===== src/rtl/hazard_stall_ctrl.sv =====
// hazard_stall_ctrl: load-use interlock, multi-cycle load bubbles, memory-wait
// freeze and taken-branch flush control for the 5-stage pipeline.
// Optional performance counters are enabled with the macro HAZARD_PERF_CNT_EN;
// without it stall_cycles and flush_count are tied to zero.
module hazard_stall_ctrl #(
  parameter int REG_AW   = 5,
  parameter int LOAD_LAT = 1,
  parameter int CNT_W    = 16
) (
  input  logic              clk,
  input  logic              reset,
  input  logic              ID_EX_memRead,
  input  logic [REG_AW-1:0] ID_EX_regRt,
  input  logic [REG_AW-1:0] IF_ID_regRs,
  input  logic [REG_AW-1:0] IF_ID_regRt,
  input  logic              IF_ID_usesRs,
  input  logic              IF_ID_usesRt,
  input  logic              mem_busy,
  input  logic              branch_taken,
  output logic              ctrl_mux,
  output logic              pcWrite,
  output logic              ifid_writeReg,
  output logic              ifid_flush,
  output logic              idex_flush,
  output logic              pipe_freeze,
  output logic              stall_active,
  output logic [CNT_W-1:0]  stall_cycles,
  output logic [CNT_W-1:0]  flush_count
);

  typedef enum logic {
    RUN      = 1'b0,
    LU_STALL = 1'b1
  } stateT;

  // The hazard cycle itself is the first bubble, so the stall state covers
  // the remaining LOAD_LAT-1 cycles.
  localparam logic [3:0] LAT_INIT = 4'(LOAD_LAT - 1);

  stateT      state;
  stateT      nextState;
  logic [3:0] latCnt;
  logic [3:0] nextLatCnt;
  logic       hazard;

  // Register 0 is hardwired, so a load into it can never create a dependency.
  assign hazard = ID_EX_memRead && (ID_EX_regRt != '0) &&
                  ((IF_ID_usesRs && (ID_EX_regRt == IF_ID_regRs)) ||
                   (IF_ID_usesRt && (ID_EX_regRt == IF_ID_regRt)));

  // State register and bubble down-counter.
  always_ff @(posedge clk or posedge reset) begin
    if (reset) begin
      state  <= RUN;
      latCnt <= 4'd0;
    end else begin
      state  <= nextState;
      latCnt <= nextLatCnt;
    end
  end

  // Next state and pipeline controls, priority reset > mem_busy > branch > stall > hazard.
  always_comb begin
    nextState     = state;
    nextLatCnt    = latCnt;
    ctrl_mux      = 1'b0;
    pcWrite       = 1'b0;
    ifid_writeReg = 1'b0;
    ifid_flush    = 1'b0;
    idex_flush    = 1'b0;
    pipe_freeze   = 1'b0;
    stall_active  = 1'b0;
    if (reset) begin
      nextState  = RUN;
      nextLatCnt = 4'd0;
    end else begin
      stall_active = (state == LU_STALL);
      if (mem_busy) begin
        pipe_freeze = 1'b1;
        ctrl_mux    = 1'b1;
      end else if (branch_taken) begin
        ifid_flush    = 1'b1;
        idex_flush    = 1'b1;
        pcWrite       = 1'b1;
        ifid_writeReg = 1'b1;
        nextState     = RUN;
        nextLatCnt    = 4'd0;
      end else if (state == LU_STALL) begin
        nextLatCnt = latCnt - 4'd1;
        if (latCnt == 4'd1) begin
          nextState = RUN;
        end
      end else if (hazard) begin
        if (LOAD_LAT > 1) begin
          nextState  = LU_STALL;
          nextLatCnt = LAT_INIT;
        end
      end else begin
        ctrl_mux      = 1'b1;
        pcWrite       = 1'b1;
        ifid_writeReg = 1'b1;
      end
    end
  end

`ifdef HAZARD_PERF_CNT_EN
  logic [CNT_W-1:0] stallCnt;
  logic [CNT_W-1:0] flushCnt;

  // Saturating counters of front-end hold cycles and branch flushes.
  always_ff @(posedge clk or posedge reset) begin
    if (reset) begin
      stallCnt <= '0;
      flushCnt <= '0;
    end else begin
      if (!pcWrite && (stallCnt != '1)) begin
        stallCnt <= stallCnt + CNT_W'(1);
      end
      if (ifid_flush && (flushCnt != '1)) begin
        flushCnt <= flushCnt + CNT_W'(1);
      end
    end
  end

  assign stall_cycles = stallCnt;
  assign flush_count  = flushCnt;
`else
  assign stall_cycles = '0;
  assign flush_count  = '0;
`endif

endmodule


===== config.mk =====
export PLATFORM = sky130hd
export DESIGN_NAME = hazard_stall_ctrl
export DESIGN_NICKNAME = d
export VERILOG_FILES = /design/src/rtl/hazard_stall_ctrl.sv
export SDC_FILE = /design/constraint.sdc
export NUM_CORES = 1
export LEC_CHECK = 0
export CAP_MARGIN = 30
export CORE_ASPECT_RATIO = 0.7
export CORE_MARGIN = 2
export CORE_UTILIZATION = 35
export CTS_CLUSTER_SIZE = 24
export DETAILED_ROUTE_END_ITERATION = 10
export PLACE_DENSITY = 0.85
export SETUP_SLACK_MARGIN = 0.1
export SLEW_MARGIN = 30
export SYNTH_ARGS = -nofsm -noshare
export SYNTH_HDL_FRONTEND = slang
export SYNTH_SLANG_ARGS = --single-unit

===== constraint.sdc =====
create_clock -name clk -period 2.7 [get_ports clk]
set_input_delay 0.405 -clock clk [delete_from_list [all_inputs] [get_ports clk]]
set_output_delay 0.405 -clock clk [all_outputs]
set_load 0.01 [all_outputs]

[Word level (Yosys, flattened, before mapping)]
Index checks and enable logic that the tools add are counted.
Word-level totals
  flip-flop bits (word level): 5
  output and inout port bits: 39
  logic and storage cells: 38
  input port bits: 22
Cells by class
  add/subtract/negate cells: 1
  mux-type cells: 23
  eq/ne operators: 4
  reductions and logical operators: 8
Operators by type and width (number)
  $mux 1: 19
  $mux 4: 4
  $eq 5x5->1: 2
  $reduce_bool 5->1: 1
  $eq 4x1->1 const B: 1
  $logic_and 1x1->1: 4
  $sub 4x1->4 const B: 1
  $reduce_bool 3->1: 1
  $ne 2x2->1 const B: 1
  $reduce_and 2->1: 1
  $logic_or 1x1->1: 1

[Logic depth before layout (Yosys ltp)]
Gate-level depths: netlist of the first run.
  depth in word-level cells: 9
  depth in mapped cells: 5
  gate-level depth less buffers: 5

[Worst setup path after synthesis of the first run]
OpenSTA, ideal clock, no wires.
  kind: in2out
  start point: input ID_EX_regRt[1]
  end point: output pcWrite
  data arrival time: 1.830 ns
  data required time: 2.295 ns
  stages on the path: 5
  setup slack: 0.465 ns
  buffers on the path: 1
  path through: or4_1 -> o21ai_2 -> nor2_1 -> a2111oi_2 -> buf_4
Between the ends
  word-level cells in the longest chain between the ends: 9
  elaborated cells between the ends (all ways): 13
  those cells by class: 2 x eq/ne; 5 x mux; 6 x reduce/logical
Ends and longest elaborated chain
  start: declaration: RTL line 13  | input logic [REG_AW-1:0] ID_EX_regRt,
  $eq 5x5->1 (on tied branches): RTL line 48, 49
  $logic_and 1x1->1 (on tied branches): RTL line 48, 49
  $logic_or 1x1->1: RTL line 48  | ((IF_ID_usesRs && (ID_EX_regRt == IF_ID_regRs)) ||
  $logic_and 1x1->1 *: RTL line 47  | assign hazard = ID_EX_memRead && (ID_EX_regRt != '0) &&
  $mux 1 * (5 in series)
  end: declaration: RTL line 21  | output logic pcWrite,
Every way passes the cells marked *; elsewhere a longest branch is shown, timed or not.

[Worst setup path in the final report of the first run]
  start point: input ID_EX_regRt[2]
  end point: output pcWrite
Between the ends
  word-level cells in the longest chain between the ends: 9
  elaborated cells between the ends (all ways): 13
  those cells by class: 2 x eq/ne; 5 x mux; 6 x reduce/logical
Ends and longest elaborated chain
  $eq 5x5->1 (on tied branches): RTL line 48, 49
  $logic_and 1x1->1 (on tied branches): RTL line 48, 49
  $logic_or 1x1->1: RTL line 48
  $logic_and 1x1->1 *: RTL line 47
  $mux 1 *: RTL line 93  | end else if (hazard) begin
  $mux 1 *: RTL line 88  | end else if (state == LU_STALL) begin
  $mux 1 *: RTL line 81  | end else if (branch_taken) begin
  $mux 1 *: RTL line 78  | if (mem_busy) begin
  $mux 1 *: RTL line 73  | if (reset) begin
Marked as above.

==> out/summary.txt, run 1 <==
drt wl/cell -> 13.2 microns
flops & latches, synth -> 5
I/O pins -> 61
Die Span X -> 59.4 microns
final hold vios -> 0
Storage cell area -> 125 sq um
crit-path max FO -> 2
CTS Buf Count -> 3
synth top area cells -> buf_4 (35%), dfrtp_1 (17%), xnor2_1 (12%)
Min Hold Slack -> 0.544 ns
Post-Synthesis Cell Area -> 752 sq um
Critical Path Start -> ID_EX_regRt[2]
Syn-to-layout area delta -> 32.3%
internal power -> 185 uW
mux contribution to synthesized area -> 0%
Synth top area share -> 34.9%
ant diodes -> 0
ys async rst share -> 100%
synthesis warning total -> 0
Worst Path Buf+Inv -> 2
Vias/cell -> 4.33
Placer Congestion -> 0.872
Site Rows -> 13
Post-Synthesis Cells -> 96
Worst Setup End Kind -> output port
post-cts hold buffer count -> 0
reg-to-reg endpoint -> latCnt[3]
Total Routing Usage GR -> 14.7%
layout cells sized above 1 -> 11.8%
r2r setup slk -> 1.12 ns
Post-DRT Antenna Nets -> 0
CTS tree -> built
Avg Synthesized Cell Area -> 7.83 sq um
largest family of logic cells by synthesized area -> buffers and inverters
Multi-input gate area -> 483 sq um
sequential area share after synthesis -> 16.6%
min cycle time layout -> 2.53 ns
Synth Area in Compound Gates -> 13.0%
largest area contributor in the netlist -> buf_4
xor-xnor portion of the synthesized cell area -> 11.6%
initial antenna violation count -> 0
post-synthesis simple-gate area fraction -> 16.8%
# fillers -> 178
largest net degree at the start of global routing -> 11
Max-cap violations -> 0
Post-synth EDFFs -> 0
Post-Layout Inst Area -> 995 sq um
CTS Root Cell -> clkbuf_4
CP arrival -> 2.13 ns
Worst path top cell family by delay -> buffers and inverters
maximum vdd drop -> 0.000287 V
final WL -> 1970 microns
CTS max path bufs -> 2
core box area -> 0.00194 sq mm
leakage power -> 0.000454 uW
via count -> 645
TritonCTS Sinks -> 5
crit-path cells -> clkdlybuf4s50_1 -> or4_4 -> o21ai_4 -> nor2_2 -> a2111oi_4 -> buf_2
first-pass GRT wire length -> 2730 microns
max-slew violations -> 0
Setup TNS -> 0 ns
# setup viols final -> 0
Port Buffers -> 28
H-tree depth -> 1
unrepaired setup endpoints after global routing -> no
Comb pwr share -> 40.9%
CP Launch Type -> input pin
share of power burned in registers -> 27.7%
initial core utilization -> 38.8%
Critical-path top delay cell -> or4_4
clk_skew -> 0.00583 ns
type of the tightest min-delay check -> reg -> reg
commonest non-fill, non-tap cell in the layout -> conb_1
Worst Reg2Reg Path Length in Cells -> 4
Final HPWL DP -> 1590 microns
die area -> 0.00254 sq mm
Die Ht -> 42.8 microns
Pwr Density -> 273 mW/mm^2
Critical Path RT -> 2.30 ns
Remaining DRCs -> 0
Final period util -> 93.9%
post-synth cell types -> 27
slowest stage delay, CP -> 0.44 ns
total iterations of the first detailed-routing run -> 4
GR Overflow Total -> 0
Post-DP Area -> 946 sq um
Initial DRC Count -> 9
CP endpoint -> pcWrite
Switching Power -> 87.0 uW
CTS clk-pin slew, worst paths -> 0.04 ns
Sw Ratio -> 32.0%
Final #Nets -> 152
Clock power frac -> 31.4%
clk_lat worst skew -> 0.24 ns
most common flop cell mapped by yosys -> dfrtp_1
adder-cell area share of the yosys netlist -> 3.33%
Setup CP Type -> in -> out
Levels on crit path -> 6
commonest cells after routing, fill and taps aside -> conb_1 (32), clkdlybuf4s50_1 (22), xnor2_1 (10)
Worst R2R Start -> state
vias in the first global route -> 592
outcome -> complete, no violations
Max Clk Rate -> 395 MHz
logic make-up (layout without fill, tap and decap cells):
family | Yosys count | in the layout
adders and majority gates | 2 | 2
xor gates and xnor gates | 10 | 10
and+or+nand+nor | 22 | 22
other | 1 | 32
buffers and inverters | 41 | 41
AOI/OAI and AO/OA | 15 | 15
DFF | 5 | 5
how the worst min path moves through the flow:
| stage | from | end | slack, ns | cells past startpoint |
|---|---|---|---|---|
| after global placement | latCnt[3] | latCnt[3] | 0.52 | 2 |
| after floorplan | reset | latCnt[0] | 0.40 | 2 |
| after CTS | latCnt[1] | latCnt[1] | 0.55 | 2 |
| final | latCnt[1] | latCnt[1] | 0.54 | 2 |
| after detailed placement | latCnt[3] | latCnt[3] | 0.54 | 2 |
| after global routing | latCnt[3] | latCnt[3] | 0.60 | 2 |
Yosys cell counts (2+ instances only):
library cell,n
nand2_1,3
inv_1,3
dfrtp_1,5
nor4b_1,2
clkbuf_1,2
o21ai_0,2
xnor2_1,10
buf_4,35
ha_1,2
a21oi_1,7
nor3_1,3
nor2_1,4
nor2b_1,3
nand4_1,2
tightest hold or removal path, delay by kind of cell, from the launching register on:
family | cells | cell delay (ns)
flip-flops | 1 | 0.35
AND/OR/NAND/NOR | 1 | 0.08
AO/OA/AOI/OAI | 1 | 0.07
per-layer routing:
metal  vias up  part of all wire [%]  GRT usage [%]
met3         2                   4.9           4.57
met2        24                    56           26.6
met4         0                  0.46           2.73
met1       303                    39           16.8
li1        316                     -              -
met5         -                     0              0
power groups by stage:
stage / combinational [uW] / clock [uW] / sequential [uW]
floorplan: 88.8 / 0 / 76.3
global placement: 106 / 0 / 76.3
detailed placement: 109 / 0 / 76.3
CTS: 106 / 89.8 / 75.2
global route: 120 / 96.4 / 75.1
finish: 111 / 85.4 / 75.2
repair_timing:
item | in CTS | in global routing
resized for setup | 10 | 7
buffers inserted | 0 | 0
pin swaps | 1 | 3
setup endpoints to repair | 3 | 2
sequential cells by signal, summed over array words and instances (netlist names):
| register | cells |
|---|---|
| latCnt | 4 |
| state | 1 |
stage by stage:
stage	setup WS, ns	cells	total power (uW)	util (%)
after floorplan	0.465	127	165	-
after global placement	-0.246	145	183	48.9
after detailed placement	-0.358	145	185	48.9
after CTS	0.140	149	271	49.6
after global routing	0.117	149	292	51.4
final	0.166	149	272	51.4
cell type report:
class	instances	share of cell area, %
clock buffer	4	2.64
inverter	3	1.13
multi-input combinational	81	48.6
sequential	5	12.6
tap	22	2.77
timing repair buffer	34	32.3
(Power assumes the default switching activity.)
==> run 2: changes to the inputs <==
CORE_ASPECT_RATIO = 0.75   (was 0.7)
SLEW_MARGIN = 0   (was 30)
==> run 2 against run 1 <==
Net effect:
- fmax fell by 1.3%
- clock-buffer cell count did not move
- flip-flop and latch count did not move
- routed wire length fell by 2.3%
- cell count rose by 3.4%
- worst setup slack got worse by 0.034 ns
- sequential share of layout area fell by 0.31 points
- design area rose by 2.5%
- die area barely moved
- highest routed layer is now met3
==> out/summary.txt, run 2 (same netlist as run 1, synthesis figures left out) <==
outcome -> complete, no violations (unchanged)
largest net degree at the start of global routing -> 11 (unchanged)
max-slew violations -> 0 (unchanged)
initial core utilization -> 37.3% (was 38.8%)
Post-DP Area -> 963 sq um (was 946 sq um)
initial antenna violation count -> 0 (unchanged)
die area -> 0.00254 sq mm (about the same)
Place WS -> -0.412 ns (was -0.358 ns)
Max Clk Rate -> 389 MHz (was 395 MHz)
vias in the first global route -> 608 (was 592)
GR Overflow Total -> 0 (unchanged)
Remaining DRCs -> 0 (unchanged)
H-tree depth -> 1 (unchanged)
Die Ht -> 44.1 microns (was 42.8 microns)
Total Routing Usage GR -> 15.0% (was 14.7%)
TritonCTS Sinks -> 5 (unchanged)
largest reg by FF count -> latCnt (unchanged)
final worst-path setup slack -> 0.132 ns (was 0.166 ns)
Placer Congestion -> 0.817 (was 0.872)
unrepaired setup endpoints after global routing -> no (unchanged)
min cycle time layout -> 2.57 ns (was 2.53 ns)
Initial DRC Count -> 13 (was 9)
final WL -> 1930 microns (was 1970 microns)
final hold vios -> 0 (unchanged)
Largest register FFs -> 4 (unchanged)
Post-DRT Antenna Nets -> 0 (unchanged)
layout cells sized above 1 -> 15.4% (was 11.8%)
leakage power -> 0.000459 uW (was 0.000454 uW)
type of the tightest min-delay check -> reg -> reg (unchanged)
via count -> 676 (was 645)
Site Rows -> 14 (was 13)
Worst Setup End Kind -> output port (unchanged)
CTS tree -> built (unchanged)
maximum vdd drop -> 0.000214 V (was 0.000287 V)
Post-Layout Inst Area -> 0.00102 sq mm (was 995 sq um)
Syn-to-layout area delta -> 35.6% (was 32.3%)
core box area -> 0.00201 sq mm (was 0.00194 sq mm)
Port Buffers -> 28 (unchanged)
CTS Root Cell -> clkbuf_4 (unchanged)
CTS max path bufs -> 2 (unchanged)
commonest non-fill, non-tap cell in the layout -> conb_1 (unchanged)
Critical Path RT -> 2.30 ns (about the same)
Die Span X -> 57.5 microns (was 59.4 microns)
I/O pins -> 61 (unchanged)
post-cts hold buffer count -> 0 (unchanged)
drt wl/cell -> 12.5 microns (was 13.2 microns)
CP Launch Type -> input pin (unchanged)
Pwr Density -> 272 mW/mm^2 (was 273 mW/mm^2)
Max-cap violations -> 0 (unchanged)
Setup CP Type -> in -> out (unchanged)
clk_skew -> 0.00567 ns (was 0.00583 ns)
Final #Nets -> 155 (was 152)
ant diodes -> 0 (unchanged)
Power Total -> 278 uW (was 272 uW)
commonest cells after routing, fill and taps aside -> conb_1 (32), clkdlybuf4s50_1 (23), xnor2_1 (10) (was conb_1 (32), clkdlybuf4s50_1 (22), xnor2_1 (10))
Vias/cell -> 4.39 (was 4.33)
CTS clk-pin slew, worst paths -> 0.05 ns (was 0.04 ns)
Final period util -> 95.1% (was 93.9%)
CTS Buf Count -> 3 (unchanged)
Largest regs -> latCnt (4), state (1) (unchanged)
# setup viols final -> 0 (unchanged)
total iterations of the first detailed-routing run -> 4 (unchanged)
clk_lat worst skew -> 0.24 ns (about the same)
crit-path max FO -> 2 (unchanged)
Final HPWL DP -> 1610 microns (was 1590 microns)
first-pass GRT wire length -> 2900 microns (was 2730 microns)
CP arrival -> 2.16 ns (was 2.13 ns)
run 2: final timing paths:
kind	start	to	slack (ns)	cells past startpoint
max	ID_EX_regRt[2]	ifid_writeReg	0.13	6
min	latCnt[3]	latCnt[3]	0.56	2
max reg2reg	state	latCnt[3]	1.21	4
min reg2reg	latCnt[3]	latCnt[3]	0.56	2
max in group asynchronous	reset	latCnt[1]	1.94	2
min in group asynchronous	reset	state	0.58	2
run 2: through the flow:
stage	TNS, ns	std cells	util, %	hold WS (ns)
after floorplan	0	127	-	0.401
after global placement	-0.485	149	47.8	0.522
after detailed placement	-0.882	149	47.8	0.547
after CTS	0	154	49.1	0.557
after global routing	0	154	50.6	0.580
final	0	154	50.6	0.560
run 2: repair_timing:
item | in CTS | in global routing
setup endpoints to repair | 3 | 3
setup buffers | 1 | 0
pin swaps | 3 | 3
gates resized for setup | 11 | 9
cloned | 0 | 0
run 2: layer usage:
metal / global-route usage, % / vias up / wire length (microns) / part of all wire (%)
li1: - / 322 / - / -
met1: 18.9 / 335 / 804 / 42
met2: 26.6 / 19 / 1070 / 55
met3: 3.51 / 0 / 58 / 3.0
met4: 2.79 / 0 / 0 / 0
met5: 0 / - / 0 / 0
run 2: worst max-delay path: stages:
cell	delay (ns)
clkdlybuf4s50_1	0.42
or4_4	0.51
o21ai_4	0.16
nor2_2	0.07
a2111oi_4	0.39
buf_2	0.21
run 2: power by group:
part	total, uW	switching, uW	internal, uW
logic	117	60.1	56.9
clock network	85.6	29.7	55.8
registers	75.2	0.0000000000000271	75.2
total	278	89.8	188
run 2: final cells by class:
cell class | instances | area, sq um
well taps | 24 | 30.0
inverters | 3 | 11.3
repair buffers | 37 | 338
fillers | 184 | 995
multi-input cells | 81 | 489
clock buffers | 4 | 26.3
flip-flops and latches | 5 | 125
